## config.mk

```make
export PLATFORM = sky130hd
export DESIGN_NAME = pipe_prefix_adder
export DESIGN_NICKNAME = d
export VERILOG_FILES = /design/src/rtl/pipe_prefix_adder.sv
export SDC_FILE = /design/constraint.sdc
export NUM_CORES = 1
export LEC_CHECK = 0
export CORE_ASPECT_RATIO = 1.75
export CORE_MARGIN = 8
export CORE_UTILIZATION = 30
export CTS_CLUSTER_SIZE = 40
export DETAILED_ROUTE_END_ITERATION = 8
export GPL_ROUTABILITY_DRIVEN = 0
export PLACE_DENSITY_LB_ADDON = 0.25
export SETUP_SLACK_MARGIN = 0.02
export SYNTH_ARGS = -nofsm -noshare
export SYNTH_HDL_FRONTEND = slang
export SYNTH_SLANG_ARGS = --single-unit
```

## constraint.sdc

```tcl
create_clock -name clk -period 6.89 [get_ports clk]
set_input_delay 1.0335 -clock clk [delete_from_list [all_inputs] [get_ports clk]]
set_output_delay 1.0335 -clock clk [all_outputs]
set_load 0.01 [all_outputs]
```

## src/rtl/pipe_prefix_adder.sv

```systemverilog
// Pipelined Kogge-Stone KPG adder/subtractor with a global valid/ready stall.
// Define PIPE_PREFIX_ADDER_FLAGS_EN to build the ovf/zero flag logic.
module pipe_prefix_adder #(
  parameter int WIDTH       = 32,
  parameter int PIPE_STAGES = 2
) (
  input  logic             clk,
  input  logic             rst,
  input  logic             in_valid,
  output logic             in_ready,
  input  logic [WIDTH-1:0] a,
  input  logic [WIDTH-1:0] b,
  input  logic             cin,
  input  logic             sub,
  output logic             out_valid,
  input  logic             out_ready,
  output logic [WIDTH-1:0] sum,
  output logic             cout,
  output logic             ovf,
  output logic             zero
);

  localparam int LV   = $clog2(WIDTH);
  localparam int S    = PIPE_STAGES;
  localparam int BASE = LV / S;
  localparam int REM  = LV % S;

  // Apply prefix levels lo..lo+n-1; a P node takes its lower neighbour.
  function automatic logic [2*WIDTH-1:0] levels(
    input logic [WIDTH-1:0] g_in,
    input logic [WIDTH-1:0] p_in,
    input int               lo,
    input int               n
  );
    logic [WIDTH-1:0] g, p, ng, np;
    g = g_in;
    p = p_in;
    for (int k = 0; k < LV; k++) begin
      if (k >= lo && k < lo + n) begin
        ng = g;
        np = p;
        for (int i = (1 << k); i < WIDTH; i++) begin
          if (p[i]) begin
            ng[i] = g[i - (1 << k)];
            np[i] = p[i - (1 << k)];
          end
        end
        g = ng;
        p = np;
      end
    end
    return {g, p};
  endfunction

  logic             v_q  [S];
  logic [WIDTH-1:0] g_q  [S];
  logic [WIDTH-1:0] p_q  [S];
  logic [WIDTH-1:0] x_q  [S];
  logic             c0_q [S];
  logic [WIDTH-1:0] g_n  [S];
  logic [WIDTH-1:0] p_n  [S];

  logic [WIDTH-1:0] bm;
  logic [WIDTH-1:0] g_d, p_d, x_d;
  logic             ce;
  logic             advance;
  logic [WIDTH:0]   c;

  // Bit 0 absorbs the virtual carry-in node, so the tree never ends on P.
  always_comb begin
    bm  = b ^ {WIDTH{sub}};
    ce  = cin | sub;
    x_d = a ^ bm;
    g_d = a & bm;
    p_d = x_d;
    if (p_d[0]) begin
      g_d[0] = ce;
      p_d[0] = 1'b0;
    end
  end

  for (genvar r = 0; r < S; r++) begin : g_rank
    localparam int N  = BASE + ((r < REM) ? 1 : 0);
    localparam int LO = r * BASE + ((r < REM) ? r : REM);
    assign {g_n[r], p_n[r]} = levels(g_q[r], p_q[r], LO, N);
  end

  assign out_valid = v_q[S-1];
  assign advance   = ~out_valid | out_ready;
  assign in_ready  = advance;

  always_ff @(posedge clk or posedge rst) begin
    if (rst) begin
      for (int r = 0; r < S; r++) begin
        v_q[r]  <= 1'b0;
        g_q[r]  <= '0;
        p_q[r]  <= '0;
        x_q[r]  <= '0;
        c0_q[r] <= 1'b0;
      end
    end else if (advance) begin
      v_q[0]  <= in_valid;
      g_q[0]  <= g_d;
      p_q[0]  <= p_d;
      x_q[0]  <= x_d;
      c0_q[0] <= ce;
      for (int r = 1; r < S; r++) begin
        v_q[r]  <= v_q[r-1];
        g_q[r]  <= g_n[r-1];
        p_q[r]  <= p_n[r-1];
        x_q[r]  <= x_q[r-1];
        c0_q[r] <= c0_q[r-1];
      end
    end
  end

  assign c = {g_n[S-1] | (p_n[S-1] & {WIDTH{c0_q[S-1]}}),
              c0_q[S-1]};
  assign sum  = x_q[S-1] ^ c[WIDTH-1:0];
  assign cout = c[WIDTH];

`ifdef PIPE_PREFIX_ADDER_FLAGS_EN
  logic a_msb_q [S];
  logic bm_msb;

  always_ff @(posedge clk or posedge rst) begin
    if (rst) begin
      for (int r = 0; r < S; r++) a_msb_q[r] <= 1'b0;
    end else if (advance) begin
      a_msb_q[0] <= a[WIDTH-1];
      for (int r = 1; r < S; r++) a_msb_q[r] <= a_msb_q[r-1];
    end
  end

  assign bm_msb = x_q[S-1][WIDTH-1] ^ a_msb_q[S-1];
  assign ovf    = (a_msb_q[S-1] == bm_msb) &
                  (sum[WIDTH-1] != a_msb_q[S-1]);
  assign zero   = ~|sum;
`else
  assign ovf  = 1'b0;
  assign zero = 1'b0;
`endif

endmodule

```

Yosys cells after proc, flatten, opt, wreduce, memory -nomap -nowiden

Index checks and enable logic that the tools add are counted.

Input bits: 70
Word-level logic and storage cells: 245
Bits in registers: 187
Output and inout bits: 37

Bitwise logic cells: 7
Mux-type cells: 228

Operators by type and width:

| kind               | number |
|---|---|
| 1-bit two-way mux  | 228 |
| 32-bit bitwise XOR | 3 |
| 32-bit bitwise AND | 1 |
| 1-bit OR           | 2 |
| 1-bit NOT          | 1 |

Longest topological paths before layout

Gate-level depths: netlist of run 1.

Depth after elaboration: 3
Gate-level depth with buffers: 7
Mapped depth without buffers: 5

Worst setup path after synthesis of run 1

Ideal clock, no wire load.

Path kind: input to output
Start point: in out_ready
End point: out in_ready
Setup slack: 4232 ps
Arrival: 1625 ps
Required time: 5856 ps
Stages: 4
Path through: nor2b_1 -> buf_6 -> inv_2 -> clkbuf_1

Word-level cells in the longest chain between the ends: 1

Ends and longest elaborated chain:

| element         | RTL line | text |
|---|---|---|
| start, declared | 16       | `input logic out_ready,` |
| 1-bit OR        | 89       | `assign advance = ~out_valid \| out_ready;` |
| end, declared   | 10       | `output logic in_ready,` |

No other way between the ends.

Final worst setup path of run 1

Same ends and word-level chain as after synthesis.

==> key figures, run 1 <==
Outcome
  – Status: finished, final reports clean

Clock tree
  – CTS root buffer: clkbuf_16
  – CTS Buf Count: 17
  – Setup Buffers After CTS: 0
  – TritonCTS clock tree: built
  – CTS resizes: 0
  – Cts hold-fix bufs: 0
  – Clock Tree Buf Depth: 2
  – CTS sink count: 156
  – H-tree depth: 4
  – Worst-skew pair later-pin latency: 0.43 ns
  – Clk slew on worst S/H paths: 0.06 ns

Placed design
  – HPWL Detailed: 16100 µm
  – Placed Cells: 1345
  – IO buf count: 104
  – Placement Cell Area: 9520 µm²
  – Pre-CTS setup slack: 2.89 ns

Finish
  – Finished Layout Cells: 1377
  – ANT cells: 0
  – Area Overhead vs Synth: 22.4%
  – Final core occ: 37.4%
  – Final #Nets: 1097
  – Finished Cell Area: 10200 µm²
  – Layout cells sized above 1: 4.76%

Detailed routing
  – Number of remaining DRC errors: 0
  – Routed vias/inst: 4.65
  – DR pass1 iterations: 4
  – Iter 0 DRT Violations: 331
  – Routed WL: 22200 µm
  – WL/cell: 16.1 µm
  – Via Count: 6403
  – Antenna viol nets, final: 0

Die
  – Die Y-Extent: 236 µm
  – Top Ports: 107
  – Initial Util: 30.5%
  – # rows: 80
  – Die area: 33500 µm²
  – CORE AREA: 27200 µm²
  – Die width: 142 µm

Timing
  – Clock Skews: 0.00920 ns
  – Least-Margin Pin Slew: 1.12 ns
  – RSZ-0062 raised after global routing: false
  – Worst Slack Setup Final: 3.06 ns
  – Slew Viols, Final: 0
  – Worst slew margin: 25.2%
  – Peak Freq: 261 MHz
  – Min Clock Period, post-route: 3.83 ns
  – Fin Setup TNS: 0 ns
  – Endpoints failing hold: 0
  – Final setup fails: 0
  – Final Cycle Share: 55.6%

Global routing
  – Vias in the first global route: 6758
  – Largest net degree at the start of global routing: 107
  – Met3 usage: 2.53%
  – GRT Max-Usage Layer: met2
  – GR met2 Demand/Resource: 26.2%
  – First-pass GRT wire length: 36000 µm
  – Gr usage total: 13.7%
  – Antenna violations before repair: 0
  – Grt total ovfl: 0
  – GR Util met1: 14.1%

Synth
  – Netlist Area Pre-Place: 8310 µm²
  – Post-synthesis cell type count: 45
  – EDFF count, synth: 0
  – Most frequent cell after synthesis: nand2_1
  – Most instantiated cells after synthesis: 370 x nand2_1, 156 x dfrtp_1, 54 x mux2i_1
  – Most used DFF post-synth: dfrtp_1
  – Cells after Synth: 930
  – Top cells by area, synth: dfrtp_1 47%, nand2_1 17%, mux2i_1 6.5%
  – Asr flop ratio synth: 100%
  – Synth Area per Inst: 8.93 µm²
  – Synth top area share: 47.0%
  – Cell taking the most area after synthesis: dfrtp_1
  – #FFs+latches synth: 156
  – Yosys warns: 0
  – Sequential share of the synthesized area: 47.0%

Power
  – Worst VDD drop: 0.195 mV
  – Power Dens Cells: 321 nW/µm²
  – Lkg Pwr: 0.00480 µW

Worst setup path
  – Required time worst endpoint: 5.86 ns
  – CP Max Fanout: 71
  – Worst setup SP type: input pin
  – Setup Crit Path Kind: input pin to primary output
  – Setup crit end kind: primary output
  – Critical Path AT: 2.80 ns

Min path
  – Worst Hold Class: register to register

Run
  – Max-cap viol count: 0
==> critical path, stage by stage <==
cell	delay, ns
clkdlybuf4s50_1	0.51
nor2b_4	0.06
inv_4	0.52
clkdlybuf4s50_1	0.68
==> area by class of cell <==
cell class | count | area [µm²]
Fill cell | 2843 | 17100
Multi-Input combinational cell | 708 | 4070
Sequential cell | 156 | 3900
Timing Repair Buffer | 108 | 1070
Tap cell | 369 | 462
Clock buffer | 18 | 429
Clock inverter | 14 | 218
Inverter | 4 | 22.5
==> final timing paths <==
path / startpoint / to / slack (ns) / cells after the start
min: v_q[1] / out_valid / 0.46 / 1
max: out_ready / in_ready / 3.06 / 4
min reg2reg: v_q[1] / out_valid / 0.46 / 1
max in group asynchronous: rst / g_q[55] / 4.27 / 3
min in group asynchronous: rst / g_q[39] / 1.11 / 2
max reg2reg: out_valid / g_q[12] / 4.00 / 5
==> placed cells by master, fill, tap and decap left out, drive strengths merged, types with 6 or more instances in the layout <==
master,n
a211oi,6
a21oi,14
a22o,6
clkbuf,18
clkdlybuf4s50,103
dfrtp,156
ha,32
inv,6
mux2,9
mux2i,54
nand2,370
nand2b,7
nand3,12
nand4,18
nor2,32
nor3,9
o21ai,23
o31ai,9
xnor2,16
xor2,48
==> metal layers <==
layer	wire length, µm	up-vias
met1	8430	3059
met3	656	27
met2	12500	108
met5	0	-
met4	580	0
li1	-	3209
==> per-stage QoR <==
| step | total power (µW) | hold slack, ns |
|---|---|---|
| 6_report | 3270 | 0.459 |
| 4_1_cts | 3320 | 0.461 |
| 3_5_place_dp | 2280 | 0.446 |
| 2_1_floorplan | 1810 | 0.430 |
| 3_3_place_gp | 2270 | 0.442 |
| 5_1_grt | 3460 | 0.483 |
==> power breakdown <==
group	total [µW]	switching [µW]	internal (µW)
Clock	1030	389	645
Combinational	954	496	457
Sequential	1280	194	1090
==> state kept, by name (all words and copies together), names as in the netlist <==
register,count
v_q,1
c,1
g_q,55
c0_q,1
out_valid,1
g_n,9
p_q,24
x_q,64
==> kinds of logic after synthesis <==
family	after synthesis	synth area share, %
AND/OR/NAND/NOR	462	22.5
flip-flops	156	47.0
AO/OA/AOI/OAI	85	6.96
buffers and inverters	67	4.16
XOR/XNOR	64	6.75
multiplexers	63	7.82
adder cells (fa/ha/maj)	32	4.82
other	1	0.0451
Note: power is estimated with default switching activity, not from simulation.
==> inputs of run 2 (changes only) <==
- clock period: 6.89 -> 3.3 ns (I/O delays scaled with it)
==> key figures, run 2 (synthesis gave the netlist of run 1 again) <==
Clock tree
  – Cts hold-fix bufs: 0
  – Worst-skew pair later-pin latency: 0.43 ns
  – H-tree depth: 4
  – CTS root buffer: clkbuf_16
  – Clock Tree Buf Depth: 2
  – TritonCTS clock tree: built
  – CTS sink count: 156
  – Clk slew on worst S/H paths: 0.06 ns
  – CTS Buf Count: 17
  – CTS resizes: 0
  – Setup Buffers After CTS: 0

Worst setup path
  – Setup Crit Path Kind: register to primary output
  – Slowest CP cell: clkdlybuf4s50_1
  – CP Max Fanout: 3
  – Most used cell along the critical path: mux2i_1
  – Critical Path AT: 2.40 ns
  – Worst setup SP type: register
  – Critical path, cell by cell: mux2i_1 -> a21oi_1 -> mux2i_1 -> xnor2_1 -> clkdlybuf4s50_1
  – CP peak stage delay: 0.56 ns
  – Setup crit end kind: primary output
  – Required time worst endpoint: 2.80 ns

Placed design
  – IO buf count: 104
  – Placement Cell Area: 9660 µm²
  – HPWL Detailed: 17600 µm

Finish
  – Number of flip-flops in the largest register: 64
  – Final #Nets: 1106
  – Layout cells sized above 1: 5.70%
  – Top flop regs: x_q x64, g_q x55, p_q x24
  – Area Overhead vs Synth: 23.3%
  – Biggest register: x_q
  – Finished Cell Area: 10200 µm²
  – Most frequent cells in the layout: 370 x nand2_1, 156 x dfrtp_1, 103 x clkdlybuf4s50_1, 54 x mux2i_1, 48 x xor2_1
  – ANT cells: 0
  – Layout fillers: 2848
  – Commonest non-fill, non-tap cell in the layout: nand2_1

Detailed routing
  – WL/cell: 16.5 µm
  – Via Count: 6452
  – Number of remaining DRC errors: 0
  – Routed WL: 22900 µm
  – Iter 0 DRT Violations: 326
  – Routed vias/inst: 4.66
  – Antenna viol nets, final: 0
  – DR pass1 iterations: 5

Timing
  – Clock Skews: 0.00962 ns
  – Min Clock Period, post-route: 2.89 ns
  – Peak Freq: 346 MHz
  – Least-Margin Pin Slew: 0.755 ns
  – Endpoints failing hold: 0
  – RSZ-0062 raised after global routing: false
  – Slew Viols, Final: 0
  – Fin Setup TNS: 0 ns
  – Worst slew margin: 49.6%
  – WHS: 0.472 ns
  – Final setup fails: 0
  – Final Cycle Share: 87.7%

Power
  – Net Sw Frac: 35.0%
  – Power Dens Cells: 649 nW/µm²
  – Total chip power: 6650 µW
  – Lkg Pwr: 0.00483 µW
  – Seq pwr share: 40.2%
  – Worst VDD drop: 0.414 mV
  – Pint: 4320 µW
  – Clk pwr share: 28.7%
  – Psw: 2330 µW
  – Fraction of power consumed by combinational cells: 31.2%

Global routing
  – Gr usage total: 14.2%
  – Grt total ovfl: 0
  – Vias in the first global route: 6748
  – Largest net degree at the start of global routing: 93
  – Antenna violations before repair: 0
  – First-pass GRT wire length: 36800 µm

Die
  – CORE AREA: 27200 µm²
  – # rows: 80
  – Initial Util: 30.5%
  – Die width: 142 µm
  – Die area: 33500 µm²
  – Die Y-Extent: 236 µm
  – Top Ports: 107

Outcome
  – Status: finished, final reports clean

Min path
  – Worst Hold Class: register to register

Run
  – Max-cap viol count: 0
## run 2: path summary, 6_finish.rpt
path / from / to / slack (ns) / depth (start not counted)
min: x_q[32] / x_q[32] / 0.47 / 2
max: g_n[4] / sum[29] / 0.41 / 5
min in group asynchronous: rst / x_q[40] / 0.55 / 2
min reg2reg: x_q[32] / x_q[32] / 0.47 / 2
max in group asynchronous: rst / x_q[0] / 2.02 / 3
max reg2reg: x_q[34] / g_q[8] / 1.57 / 4
## run 2: critical path: cells and delay by family (launching register included)
kind | cells | cell delay (ns)
AOI/OAI and AO/OA | 1 | 0.22
buffers and inverters | 1 | 0.56
xor gates and xnor gates | 1 | 0.16
DFF | 1 | 0.41
muxes | 2 | 0.63
## run 2: stage by stage
stage / utilization, % / setup WS [ns] / std cells
floorplan: - / 0.832 / 931
global placement: 35.5 / 0.813 / 1354
detailed placement: 35.5 / 0.811 / 1354
CTS: 37.6 / 0.342 / 1386
global route: 37.6 / 0.279 / 1386
finish: 37.6 / 0.406 / 1386
## run 2: power by group through the flow
| stage | Combinational, µW | Clock (µW) | Sequential, µW |
|---|---|---|---|
| after detailed placement | 2130 | 0 | 2710 |
| after global placement | 2130 | 0 | 2700 |
| after floorplan | 1300 | 0 | 2480 |
| final | 2070 | 1900 | 2670 |
| after global routing | 2290 | 2030 | 2730 |
| after CTS | 2150 | 1950 | 2670 |
## run 2: routing by layer
metal | track usage, % | wire (µm) | vias up
li1 | - | - | 3216
met1 | 14.6 | 8600 | 3096
met2 | 27.3 | 13100 | 113
met3 | 2.10 | 540 | 27
met4 | 6.71 | 720 | 0
met5 | 0 | 0 | -
## run 2: final cells by class
type | count | area [µm²] | share of cell area (%)
Multi-Input combinational cell | 708 | 4070 | 39.7
Sequential cell | 156 | 3900 | 38.1
Timing Repair Buffer | 117 | 1210 | 11.8
Tap cell | 369 | 462 | 4.51
Clock buffer | 18 | 439 | 4.29
Clock inverter | 14 | 135 | 1.32
Inverter | 4 | 21.3 | 0.208
